[config.mk]
export PLATFORM = sky130hd
export DESIGN_NAME = crc_serial_engine
export DESIGN_NICKNAME = d
export VERILOG_FILES = /design/src/rtl/crc_serial_engine.sv
export SDC_FILE = /design/constraint.sdc
export NUM_CORES = 1
export LEC_CHECK = 0
export CAP_MARGIN = 20
export CORE_UTILIZATION = 52
export CTS_CLUSTER_DIAMETER = 100
export DETAILED_ROUTE_END_ITERATION = 10
export GPL_TIMING_DRIVEN = 0
export PLACE_DENSITY = 0.76
export SYNTH_ARGS = -nofsm -noshare
export SYNTH_HDL_FRONTEND = slang
export SYNTH_SLANG_ARGS = --single-unit
[constraint.sdc]
create_clock -name s_clk -period 1.8 [get_ports s_clk]
set_input_delay 0.18 -clock s_clk [delete_from_list [all_inputs] [get_ports s_clk]]
set_output_delay 0.18 -clock s_clk [all_outputs]
set_load 0.05 [all_outputs]
[src/rtl/crc_serial_engine.sv]
// Bit-serial MSB-first CRC: start -> LOAD -> DATA_W SHIFT cycles -> one-cycle o_done (DATA_W+2 edges after start).
// No backpressure: a start while busy is dropped and recorded in the sticky o_ovr flag.
module crc_serial_engine #(
    parameter int               DATA_W = 32,
    parameter int               CRC_W  = 16,
    parameter logic [CRC_W-1:0] POLY   = 16'h1021,
    parameter logic [CRC_W-1:0] INIT   = 16'hFFFF,
    parameter logic [CRC_W-1:0] XOROUT = 16'h0000
) (
    input  logic              s_clk,
    input  logic              srst,
    input  logic              i_start,
    input  logic [DATA_W-1:0] i_data,
    input  logic              i_clr_ovr,
    output logic              o_busy,
    output logic              o_done,
    output logic [CRC_W-1:0]  o_crc,
    output logic              o_ovr
);
    localparam int CNT_W = (DATA_W > 1) ? $clog2(DATA_W) : 1;
    localparam logic [CNT_W-1:0] CNT_LAST = CNT_W'(DATA_W - 1);

    typedef enum logic [1:0] {S_IDLE, S_LOAD, S_SHIFT, S_DONE} state_t;

    state_t             state_q, state_d;
    logic [DATA_W-1:0]  shift_q, shift_d;
    logic [CRC_W-1:0]   crc_q, crc_d;
    logic [CNT_W-1:0]   cnt_q, cnt_d;
    logic [CRC_W-1:0]   crc_out_q, crc_out_d;
    logic               ovr_q, ovr_d;
    logic               busy_q, busy_d;
    logic               done_q, done_d;
    logic               fb;
    logic [CRC_W-1:0]   crc_step;

    always_ff @(posedge s_clk) begin
        if (srst) begin
            state_q   <= S_IDLE;
            shift_q   <= '0;
            crc_q     <= '0;
            cnt_q     <= '0;
            crc_out_q <= '0;
            ovr_q     <= 1'b0;
            busy_q    <= 1'b0;
            done_q    <= 1'b0;
        end else begin
            state_q   <= state_d;
            shift_q   <= shift_d;
            crc_q     <= crc_d;
            cnt_q     <= cnt_d;
            crc_out_q <= crc_out_d;
            ovr_q     <= ovr_d;
            busy_q    <= busy_d;
            done_q    <= done_d;
        end
    end

    always_comb begin
        state_d = state_q;
        case (state_q)
            S_IDLE:  if (i_start) state_d = S_LOAD;
            S_LOAD:  state_d = S_SHIFT;
            S_SHIFT: if (cnt_q == '0) state_d = S_DONE;
            S_DONE:  state_d = S_IDLE;
            default: state_d = S_IDLE;
        endcase
    end

    // One LFSR step: the message bit enters at the top of the CRC register.
    assign fb       = crc_q[CRC_W-1] ^ shift_q[DATA_W-1];
    assign crc_step = (crc_q << 1) ^ (fb ? POLY : '0);

    always_comb begin
        shift_d   = shift_q;
        crc_d     = crc_q;
        cnt_d     = cnt_q;
        crc_out_d = crc_out_q;
        case (state_q)
            S_LOAD: begin
                shift_d = i_data;
                crc_d   = INIT;
                cnt_d   = CNT_LAST;
            end
            S_SHIFT: begin
                shift_d = shift_q << 1;
                crc_d   = crc_step;
                cnt_d   = cnt_q - CNT_W'(1);
                if (cnt_q == '0) crc_out_d = crc_step ^ XOROUT;
            end
            default: ;
        endcase
    end

    // Outputs are decoded from the next state so they are registered alongside it.
    always_comb begin
        busy_d = (state_d != S_IDLE);
        done_d = (state_d == S_DONE);
        ovr_d  = ovr_q;
        if (i_clr_ovr) ovr_d = 1'b0;
        if (i_start && (state_q != S_IDLE)) ovr_d = 1'b1;
    end

    assign o_busy = busy_q;
    assign o_done = done_q;
    assign o_crc  = crc_out_q;
    assign o_ovr  = ovr_q;
endmodule

==> results of run 1 <==
metrics by stage:
stage               instances  setup TNS (ps)   util
global route              481               0  0.709
CTS                       481               0  0.702
floorplan                 340               0      -
detailed placement        465           -4860  0.662
global placement          465           -3440  0.662
finish                    481               0  0.709
path summary, 6_finish.rpt:
path | cells past startpoint | end
setup / recovery | 7 | o_crc[10]
hold / removal | 2 | state_q[0]
hold reg to reg | 2 | o_ovr
setup reg to reg | 7 | o_crc[10]
power breakdown:
part / leakage, nW / internal [mW] / switching [mW]
Clock: 0.101 / 0.716 / 0.583
Sequential: 0.608 / 2.24 / 0.395
Combinational: 0.673 / 1.21 / 1.59
sequential cells by signal, summed over array words and instances, names as in the netlist:
register / count
cnt_q: 5
state_q: 2
o_ovr: 1
o_crc: 16
shift_q: 32
crc_q: 16
o_busy: 1
o_done: 1
cells by family (layout without fill, tap and decap cells):
logic type | Yosys count | in the layout | share of synthesized area
and+or+nand+nor | 88 | 88 | 0.130
buffers and inverters | 50 | 119 | 0.0647
AOI/OAI and AO/OA | 91 | 91 | 0.200
adders and majority gates | 3 | 3 | 0.0120
xor gates and xnor gates | 3 | 3 | 0.0181
muxes | 31 | 31 | 0.0996
DFF | 74 | 74 | 0.476
layer usage:
metal / track usage / part of all wire / vias to the layer above
met2: 0.397 / 0.50 / 63
met3: 0.0663 / 0.046 / 8
met5: 0 / 0 / -
met1: 0.296 / 0.44 / 1276
met4: 0.0800 / 0.013 / 0
li1: - / - / 1338
area by class of cell:
| type | count | area [sq um] | share of cell area |
|---|---|---|---|
| Buffer | 31 | 170 | 0.0425 |
| Clock buffer | 14 | 163 | 0.0407 |
| Clock inverter | 2 | 35.0 | 0.00876 |
| Inverter | 19 | 71.3 | 0.0178 |
| Multi-Input combinational cell | 216 | 1460 | 0.365 |
| Sequential cell | 74 | 1480 | 0.371 |
| Tap cell | 72 | 90.1 | 0.0225 |
| Timing Repair Buffer | 53 | 531 | 0.133 |
repair_timing:
action                     CTS  global route
setup endpoints to repair   66            37
pin swaps                    0             0
resized for setup           11            26
critical path: stages, from the launching register on:
cell                       delay (ps)
sky130_fd_sc_hd__dfxtp_1          340
sky130_fd_sc_hd__inv_1             90
sky130_fd_sc_hd__ha_4             150
sky130_fd_sc_hd__or4b_1           450
sky130_fd_sc_hd__buf_6            160
sky130_fd_sc_hd__clkbuf_8         160
sky130_fd_sc_hd__o21ai_0          150
sky130_fd_sc_hd__a21oi_1           90
cell usage in the layout (no fill, tap or decap), drive strengths merged, types with 15 or more instances in the layout:
cell,Yosys,final
a21oi,21,21
mux2i,31,31
dfxtp,74,74
inv,19,19
a211oi,32,32
clkdlybuf4s50,0,53
nand3,17,17
a311oi,15,15
nor2,53,53
clkbuf,22,40
o21ai,17,17
==> qor.tcl, run 1 <==
set qor(run_status) {completed}
set qor(layout-drive-gt1-share) 0.0905
set qor(grt_setup_unrepaired) {no}
set qor(die-height_microns) 79.4
set qor(timing.critical_path.from) {cnt_q[1]}
set qor(detail_route.drc_violations) 0
set qor(dr.first_iter.drc_count) 143
set qor(library_cells_used_by_synthesis) 31
set qor(chipWidth_microns) 79.4
set qor(worst_setup_path_start_kind) {register}
set qor(library_cell_with_the_highest_instance_count_after_synthesis) {sky130_fd_sc_hd__dfxtp_1}
set qor(grt_pass1_vias) 2452
set qor(maxClockFrequency_ghz) 0.583
set qor(clockBufferDepth) 2
set qor(yosys_warnings) 0
set qor(worst-path-max-fanout) 10
set qor(cap_violations) 0
set qor(synth_top_cell_by_area) {sky130_fd_sc_hd__dfxtp_1}
set qor(final.min_clock_period_ps) 1720
set qor(final.setup.worst_slack_ps) 84.7
set qor(cellLeakagePower_nw) 1.38
set qor(setup_viol) 0
set qor(r2r_start) {cnt_q[1]}
set qor(antenna_violations_before_repair) 0
set qor(detailed_place_hpwl_microns) 4770
set qor(boundaryPins) 55
set qor(grt_remaining_overflow) 0
set qor(total_routing_resource_utilization_after_global_routing) 0.239
set qor(final_worst_path_period_share) 0.953
set qor(slew_viol_final) 0
set qor(coreArea_sq_mm) 0.00564
set qor(cts.clk_slew.worst_paths_ps) 70
set qor(ant_nets) 0
set qor(dpl_cell_area_sq_mm) 0.00374
set qor(fin_worst_hold_slack_ps) 339
set qor(synthesis.nets) 379
set qor(post_layout_power_mw) 6.73
set qor(drt_first_pass_iters) 4
set qor(postCtsSetupRepairBufs) 0
set qor(row_count) 27
set qor(worst_pin_slew_ps) 511
set qor(post_route_cell_area_sq_mm) 0.00400
set qor(clock-sinks) 74
set qor(fillerInstances) 465
set qor(detail_route.vias_per_cell) 5.58
set qor(critical_path.endpoint_type) {register}
set qor(report.final.hold_viol_count) 0
set qor(syn_inst) 340
set qor(number_of_enable_type_register_cells_in_the_synthesized_netlist) 0
set qor(synth.top_cells.by_area) {sky130_fd_sc_hd__dfxtp_1 48%, sky130_fd_sc_hd__mux2i_1 10%, sky130_fd_sc_hd__a211oi_1 7.7%}
set qor(synth-main-ff-cell) {sky130_fd_sc_hd__dfxtp_1}
set qor(cts_hold_buf) 0
set qor(n_antenna_cell) 0
set qor(power.density_mw_per_mm2) 1680
set qor(drt-total-wl_microns) 6930
set qor(tritoncts) {built}
set qor(slew_headroom) 0.659
set qor(worstSkewPairLatency_ps) 350
set qor(required_ps) 2020
set qor(routedWlPerCell_microns) 14.4
set qor(fp.dieArea_sq_mm) 0.00631
set qor(holdCritPathClass) {primary input to register}
set qor(netlist.area_leader.share) 0.476
set qor(clock-skew-final_ps) 5.81
set qor(ir_drop_mv) 0.961
set qor(grt_pass1_wl_microns) 11600
set qor(post_synth_most_frequent_cells) {74 x sky130_fd_sc_hd__dfxtp_1, 53 x sky130_fd_sc_hd__nor2_1, 32 x sky130_fd_sc_hd__a211oi_1}
set qor(numCtsBuffers) 9
set qor(synth-seq-area-share) 0.476
set qor(synthesis.area_per_instance_sq_um) 9.16
set qor(clock-root-buffer) {sky130_fd_sc_hd__clkbuf_8}
set qor(syn2layout_area_growth_pct) 28.4
set qor(nets) 443
set qor(start_util) 0.552
set qor(grt_start_max_net_pins) 12
set qor(synthesis.area_sq_mm) 0.00312
set qor(cts.htree.levels) 3
set qor(worst-r2r-setup-slack_ps) 80
set qor(ys_seq_elements) 74
set qor(place.gp.congestion) 0.775
set qor(worst_hold_startpoint) {srst}
set qor(port_buffers) 53
set qor(pre_cts_slack_ps) -148
set qor(path_class) {register to register}
set qor(detailroute.via_count) 2685
set qor(critical_path_arrival_ps) 1940
set qor(ys_async_sr_fraction) 0
Note: power is estimated with default switching activity, not from simulation.
==> inputs of run 2 (changes only) <==
GPL_ROUTABILITY_DRIVEN = 0   (was default)
PLACE_DENSITY = default   (was 0.76)
PLACE_DENSITY_LB_ADDON = 0.08   (was default)
==> run 2 against run 1 <==
Effect of this change: cell area increased by 0.91%; clock-buffer cell count decreased by 2; routed wire length increased by 1.8%; flip-flop and latch count unchanged; combinational power increased by 2%; register-to-register slack got worse by 30 ps; critical path depth decreased by 1; sequential share of layout area decreased by 0.36 points; via count increased by 1.3%.
==> qor.tcl, run 2 (same netlist as run 1, synthesis figures left out) <==
set qor(die-height_microns) 79.4 ;# unchanged
set qor(fp.dieArea_sq_mm) 0.00631 ;# unchanged
set qor(power.density_mw_per_mm2) 1730 ;# +2.7%
set qor(setup_viol) 0 ;# unchanged
set qor(slowest_stage) {sky130_fd_sc_hd__buf_2}
set qor(critical_path.endpoint_type) {register}
set qor(antenna_violations_before_repair) 0 ;# unchanged
set qor(largest_register_ffs) 32 ;# unchanged
set qor(max_flop_register) {shift_q}
set qor(final.min_clock_period_ps) 1750 ;# +32.6 ps
set qor(boundaryPins) 55 ;# unchanged
set qor(cts.clk_slew.worst_paths_ps) 80 ;# about the same
set qor(required_ps) 2020 ;# about the same
set qor(r2r-end) {shift_q[4]}
set qor(holdCritPathClass) {primary input to register}
set qor(clock-sinks) 74 ;# unchanged
set qor(numCtsBuffers) 9 ;# unchanged
set qor(most_common_library_cell_in_the_layout_ignoring_fill_and_taps) {sky130_fd_sc_hd__dfxtp_1}
set qor(r2r_start) {state_q[0]}
set qor(drt-total-wl_microns) 7060 ;# +1.8%
set qor(coreArea_sq_mm) 0.00564 ;# unchanged
set qor(clock-skew-final_ps) 11.9 ;# +6.09 ps
set qor(grt_pass1_wl_microns) 11700 ;# +0.53%
set qor(total_routing_resource_utilization_after_global_routing) 0.239 ;# +0.000943
set qor(ir_drop_mv) 0.909 ;# -5.4%
set qor(max_stage_delay_ps) 340 ;# -110 ps
set qor(layout.cells.most_common_list) {74 x sky130_fd_sc_hd__dfxtp_1, 53 x sky130_fd_sc_hd__nor2_1, 53 x sky130_fd_sc_hd__clkdlybuf4s50_1}
set qor(grt_start_max_net_pins) 13 ;# +1
set qor(row_count) 27 ;# unchanged
set qor(tritoncts) {built}
set qor(clockBufferDepth) 2 ;# unchanged
set qor(worstHoldPathCells) 2 ;# unchanged
set qor(routedWlPerCell_microns) 14.7 ;# +1.8%
set qor(start_util) 0.552 ;# unchanged
set qor(detailed_place_hpwl_microns) 4800 ;# +0.68%
set qor(worst-path-max-fanout) 10 ;# unchanged
set qor(n_antenna_cell) 0 ;# unchanged
set qor(cts_hold_buf) 0 ;# unchanged
set qor(path_class) {register to register}
set qor(timing.critical_path.cells) {inv_1, ha_1, clkbuf_2, buf_2, mux2i_1, a211oi_1}
set qor(slew_viol_final) 0 ;# unchanged
set qor(ant_nets) 0 ;# unchanged
set qor(critical_path_arrival_ps) 1970 ;# +30 ps
set qor(worstRegToRegCells) 6 ;# -1
set qor(detail_route.vias_per_cell) 5.66 ;# +1.3%
set qor(final_worst_path_period_share) 0.971 ;# +0.0181
set qor(worst_hold_startpoint) {srst}
set qor(clock-root-buffer) {sky130_fd_sc_hd__clkbuf_8}
set qor(run_status) {completed}
set qor(detailroute.via_count) 2721 ;# +1.3%
set qor(dr.first_iter.drc_count) 159 ;# +11%
set qor(worst_setup_path_start_kind) {register}
set qor(port_buffers) 53 ;# unchanged
set qor(nets) 443 ;# unchanged
set qor(chipWidth_microns) 79.4 ;# unchanged
set qor(detail_route.drc_violations) 0 ;# unchanged
set qor(fin_worst_hold_slack_ps) 401 ;# +61.8 ps
set qor(syn2layout_area_growth_pct) 29.6
set qor(grt_remaining_overflow) 0 ;# unchanged
set qor(layout-drive-gt1-share) 0.100 ;# +0.00978
set qor(slew_headroom) 0.611 ;# -0.0477
set qor(report.final.hold_viol_count) 0 ;# unchanged
set qor(worst-r2r-setup-slack_ps) 50 ;# -30 ps
set qor(cts.htree.levels) 3 ;# unchanged
set qor(hold_crit_endpoint) {state_q[0]}
set qor(worst_pin_slew_ps) 583 ;# +71.6 ps
set qor(grt_setup_unrepaired) {yes}
set qor(worstSkewPairLatency_ps) 350 ;# about the same
set qor(drt_first_pass_iters) 4 ;# unchanged
set qor(maxClockFrequency_ghz) 0.572 ;# -1.9%
set qor(summed_negative_setup_slack_over_all_endpoints_ps) 0 ;# unchanged
set qor(grt_pass1_vias) 2579 ;# +5.2%
set qor(cellLeakagePower_nw) 1.41 ;# +1.9%
set qor(cap_violations) 0 ;# unchanged
## run 2: cell types whose count changed in the layout (fill, tap and decap cells not counted)
cell / before / now
sky130_fd_sc_hd__buf_2: 1 / 5
sky130_fd_sc_hd__nor3_2: 1 / 0
sky130_fd_sc_hd__dfxtp_1: 73 / 74
sky130_fd_sc_hd__inv_1: 18 / 17
sky130_fd_sc_hd__bufinv_16: 1 / 2
sky130_fd_sc_hd__clkinvlp_4: 0 / 1
sky130_fd_sc_hd__clkbuf_8: 12 / 13
sky130_fd_sc_hd__inv_2: 1 / 2
sky130_fd_sc_hd__clkbuf_1: 14 / 9
sky130_fd_sc_hd__clkbuf_2: 10 / 8
sky130_fd_sc_hd__nor3_1: 2 / 3
sky130_fd_sc_hd__dfxtp_2: 1 / 0
## run 2: worst max path at each step
stage | start | endpoint | slack [ps]
detailed placement | state_q[0] | shift_q[2] | -160
CTS | cnt_q[0] | o_crc[13] | 9
floorplan | cnt_q[0] | o_crc[9] | 150
finish | state_q[0] | shift_q[4] | 50
global placement | state_q[0] | shift_q[4] | -130
global route | state_q[0] | shift_q[4] | -40
## run 2: routing by layer
layer,share of wire,global-route usage,wire [microns]
met1,0.45,0.281,3160
met2,0.48,0.412,3380
met3,0.053,0.0697,374
met4,0.020,0.0891,140
met5,0,0,0
## run 2: repair_timing
| item | CTS | global route |
|---|---|---|
| resized for setup | 12 | 30 |
| setup endpoints to repair | 66 | 42 |
| buffers inserted | 0 | 0 |
| pin swaps | 0 | 1 |
## run 2: stage by stage
| stage | setup WS, ps | instances | total power [mW] | util | cell area, sq um |
|---|---|---|---|---|---|
| 6_report | 52.1 | 481 | 6.97 | 0.716 | 4040 |
| 5_1_grt | -41.7 | 481 | 7.45 | 0.716 | 4040 |
| 4_1_cts | 9.39 | 481 | 6.87 | 0.710 | 4000 |
| 3_5_place_dp | -159 | 465 | 5.28 | 0.662 | 3740 |
| 3_3_place_gp | -135 | 465 | 5.19 | 0.662 | 3740 |
| 2_1_floorplan | 146 | 340 | 4.59 | - | 3120 |
## run 2: critical path: cells and delay by family, from the launching register on
kind	cells	cell delay (ps)
buffers and inverters	3	680
DFF	1	320
muxes	1	290
AOI/OAI and AO/OA	1	110
adders and majority gates	1	220
## run 2: layout make-up
cell class / count / area [sq um]
Buffer: 31 / 173
Tap cell: 72 / 90.1
Fill cell: 429 / 1600
Sequential cell: 74 / 1480
Timing Repair Buffer: 53 / 531
Clock inverter: 4 / 72.6
Clock buffer: 12 / 165
Inverter: 19 / 71.3
Multi-Input combinational cell: 216 / 1450
## run 2: where the power goes
part / total [mW] / internal, mW / switching [mW]
combinational: 2.86 / 1.23 / 1.62
sequential: 2.63 / 2.23 / 0.394
clock: 1.49 / 0.892 / 0.597
==> inputs of run 3 (changes only) <==
ABC_AREA = 1   (was default)
CORE_UTILIZATION = 53   (was 52)
GPL_TIMING_DRIVEN = default   (was 0)
SLEW_MARGIN = 20   (was default)
==> run 3 against run 2 <==
Effect of this change: sequential power shrank 30%; combinational power shrank 75%; cell area up 0.65%; register-to-register slack gained 150 ps; critical path depth shrank 5.
==> qor.tcl, run 3 <==
set qor(run_status) {completed}
set qor(power_frac_seq) 0.456 ;# +0.079
set qor(final.setup.worst_slack_ps) 135 ;# +82.6 ps
set qor(slew_viol_final) 0 ;# unchanged
set qor(grt_start_max_net_pins) 39 ;# +26
set qor(dp.cells) 534 ;# +15%
set qor(layout-drive-gt1-share) 0.114 ;# +0.0134
set qor(tritoncts) {built}
set qor(drt-total-wl_microns) 6410 ;# -9.1%
set qor(required_ps) 1620 ;# -400 ps
set qor(post_route_cell_area_sq_mm) 0.00406 ;# +0.65%
set qor(p_comb_frac) 0.177 ;# -0.233
set qor(numCtsBuffers) 9 ;# unchanged
set qor(timing.critical_path.cells) {clkdlybuf4s50_1}
set qor(clock-skew-final_ps) 8.66 ;# -3.24 ps
set qor(critical_path.endpoint_type) {output port}
set qor(met1Wirelength_microns) 3000 ;# -5.0%
set qor(pre_cts_slack_ps) 226 ;# +385 ps
set qor(cell_int_power_mw) 2.97 ;# -32%
set qor(cellLeakagePower_nw) 1.84 ;# +31%
set qor(chipWidth_microns) 80.2 ;# +0.94%
set qor(clock-root-buffer) {sky130_fd_sc_hd__clkbuf_8}
set qor(grt_remaining_overflow) 0 ;# unchanged
set qor(setup_viol) 0 ;# unchanged
set qor(post_synth_most_frequent_cells) {98 x sky130_fd_sc_hd__inv_1, 74 x sky130_fd_sc_hd__dfxtp_1, 66 x sky130_fd_sc_hd__nand2_1}
set qor(library_cell_with_the_highest_instance_count_after_synthesis) {sky130_fd_sc_hd__inv_1}
set qor(ys_async_sr_fraction) 0 ;# unchanged
set qor(detailroute.via_count) 2764 ;# +1.6%
set qor(slew_headroom) 0.667 ;# +0.0553
set qor(post_layout_nonfiller_instances) 550 ;# +14%
set qor(detail_route.vias_per_cell) 5.03 ;# -11%
set qor(cap_violations) 0 ;# unchanged
set qor(switching_share) 0.268 ;# -0.107
set qor(power.density_mw_per_mm2) 998 ;# -42%
set qor(worst_setup_path_start_kind) {register}
set qor(critical_path_arrival_ps) 1490 ;# -480 ps
set qor(boundaryPins) 55 ;# unchanged
set qor(worst-path-max-fanout) 2 ;# -8
set qor(worstSkewPairLatency_ps) 340 ;# about the same
set qor(port_buffers) 54 ;# +1.9%
set qor(clock-sinks) 74 ;# unchanged
set qor(grt_pass1_vias) 2530 ;# -1.9%
set qor(synthesis.area_per_instance_sq_um) 7.71 ;# -16%
set qor(max_flop_register) {shift_q}
set qor(dpl_cell_area_sq_mm) 0.00383 ;# +2.4%
set qor(clockBufferDepth) 2 ;# unchanged
set qor(total_routing_resource_utilization_after_global_routing) 0.226 ;# -0.0139
set qor(topRoutingLayerUsed) {met4}
set qor(detail_route.drc_violations) 0 ;# unchanged
set qor(antenna_violations_before_repair) 0 ;# unchanged
set qor(slowest_stage) {sky130_fd_sc_hd__clkdlybuf4s50_1}
set qor(syn2layout_area_growth_pct) 25.6
set qor(ys_seq_elements) 74 ;# unchanged
set qor(row_count) 28 ;# +3.7%
set qor(layout.cells.most_common_list) {98 x sky130_fd_sc_hd__inv_1, 74 x sky130_fd_sc_hd__dfxtp_1, 66 x sky130_fd_sc_hd__nand2_1}
set qor(synth_top_cell_by_area) {sky130_fd_sc_hd__dfxtp_1}
set qor(wl_met3_microns) 226 ;# -40%
set qor(fin_worst_hold_slack_ps) 408 ;# +6.73 ps
set qor(p_clk_frac) 0.367 ;# +0.153
set qor(most_common_library_cell_in_the_layout_ignoring_fill_and_taps) {sky130_fd_sc_hd__inv_1}
set qor(post_layout_power_mw) 4.06 ;# -42%
set qor(library_cells_used_by_synthesis) 30 ;# -3.2%
set qor(met2_wirelength_microns) 3060 ;# -9.6%
set qor(max_stage_delay_ps) 800 ;# +460 ps
set qor(cts.clk_slew.worst_paths_ps) 70 ;# about the same
set qor(synth.top_cells.by_area) {sky130_fd_sc_hd__dfxtp_1 46%, sky130_fd_sc_hd__inv_1 11%, sky130_fd_sc_hd__nand2_1 7.7%}
set qor(fp.dieArea_sq_mm) 0.00642 ;# +1.9%
set qor(synth-main-ff-cell) {sky130_fd_sc_hd__dfxtp_1}
set qor(ctsResizeCount) 0 ;# -12
set qor(critical_path.n_buffers_inverters) 1 ;# -2
set qor(fin_util) 0.686 ;# -0.0293
set qor(start_util) 0.547 ;# -0.00553
set qor(summed_negative_setup_slack_over_all_endpoints_ps) 0 ;# unchanged
set qor(grt_pass1_wl_microns) 11000 ;# -5.6%
set qor(path_class) {register to output port}
set qor(cts_hold_buf) 0 ;# unchanged
set qor(yosys_warnings) 0 ;# unchanged
set qor(n_antenna_cell) 0 ;# unchanged
set qor(ir_drop_mv) 0.643 ;# -29%
set qor(drt_first_pass_iters) 4 ;# unchanged
set qor(routedWlPerCell_microns) 11.7 ;# -21%
set qor(number_of_enable_type_register_cells_in_the_synthesized_netlist) 0 ;# unchanged
set qor(coreArea_sq_mm) 0.00592 ;# +4.9%
set qor(syn_inst) 420 ;# +24%
set qor(netlist.area_leader.share) 0.458 ;# -0.0178
set qor(nets) 509 ;# +15%
set qor(detailed_place_hpwl_microns) 4310 ;# -10%
set qor(synth-seq-area-share) 0.458 ;# -0.0178
set qor(holdCritPathClass) {primary input to register}
set qor(grt_setup_unrepaired) {no}
set qor(dr.first_iter.drc_count) 129 ;# -19%
set qor(power_switching_mw) 1.09 ;# -58%
set qor(cts.htree.levels) 3 ;# unchanged
set qor(final.min_clock_period_ps) 1670 ;# -82.6 ps
set qor(final_worst_path_period_share) 0.925 ;# -0.0459
set qor(postCtsSetupRepairBufs) 0 ;# unchanged
set qor(synthesis.nets) 459 ;# +21%
set qor(synthesis.area_sq_mm) 0.00324 ;# +3.9%
set qor(critical-path-top-delay-family) {buffers and inverters}
set qor(worst_pin_slew_ps) 499 ;# -84.2 ps
set qor(die-height_microns) 80.2 ;# +0.94%
set qor(ant_nets) 0 ;# unchanged
set qor(maxClockFrequency_ghz) 0.600 ;# +5.0%
set qor(largest_register_ffs) 32 ;# unchanged
set qor(report.final.hold_viol_count) 0 ;# unchanged
-- run 3: cell types whose count changed after synthesis, moves of 11 or more --
cell / previous run / this run
sky130_fd_sc_hd__inv_1: 19 / 98
sky130_fd_sc_hd__nand2_1: 2 / 66
sky130_fd_sc_hd__a211oi_1: 32 / 1
sky130_fd_sc_hd__mux2i_1: 31 / 0
sky130_fd_sc_hd__nor2_1: 53 / 23
sky130_fd_sc_hd__o221ai_1: 0 / 17
sky130_fd_sc_hd__clkbuf_1: 22 / 6
sky130_fd_sc_hd__a311oi_1: 15 / 0
sky130_fd_sc_hd__a221oi_1: 1 / 13
sky130_fd_sc_hd__nand2_2: 0 / 11
-- run 3: kinds of logic after synthesis --
family,count (synthesis),synth area share
AND/OR/NAND/NOR,128,0.181
adder cells (fa/ha/maj),3,0.0116
AO/OA/AOI/OAI,88,0.189
buffers and inverters,126,0.158
flip-flops,74,0.458
XOR/XNOR,1,0.00271
-- run 3: area by class of cell --
class / count / area, sq um
Timing Repair Buffer: 63 / 621
Clock inverter: 4 / 72.6
Sequential cell: 74 / 1480
Multi-Input combinational cell: 220 / 1250
Inverter: 102 / 383
Clock buffer: 12 / 165
Fill cell: 518 / 1860
Tap cell: 75 / 93.8
-- run 3: worst paths after layout --
path              cells past startpoint     endpoint  slack (ps)  startpoint
hold reg to reg                       2     o_crc[6]         460    crc_q[5]
hold / removal                        3   shift_q[0]         410   i_data[0]
setup / recovery                      1     o_crc[4]         130    o_crc[4]
setup reg to reg                      7  shift_q[10]         200  state_q[0]
-- run 3: power by group through the flow --
| stage | Sequential, mW | Clock (mW) | Combinational (mW) |
|---|---|---|---|
| after floorplan | 1.90 | 0 | 0.492 |
| after global placement | 1.88 | 0 | 0.698 |
| after detailed placement | 1.89 | 0 | 0.712 |
| after CTS | 1.85 | 1.52 | 0.719 |
| after global routing | 1.86 | 1.60 | 0.809 |
| final | 1.85 | 1.49 | 0.717 |
-- run 3: routing by layer --
layer,global-route usage,up-vias
met5,0,-
met4,0.0804,0
met3,0.0625,11
met2,0.389,63
met1,0.267,1251
li1,-,1439
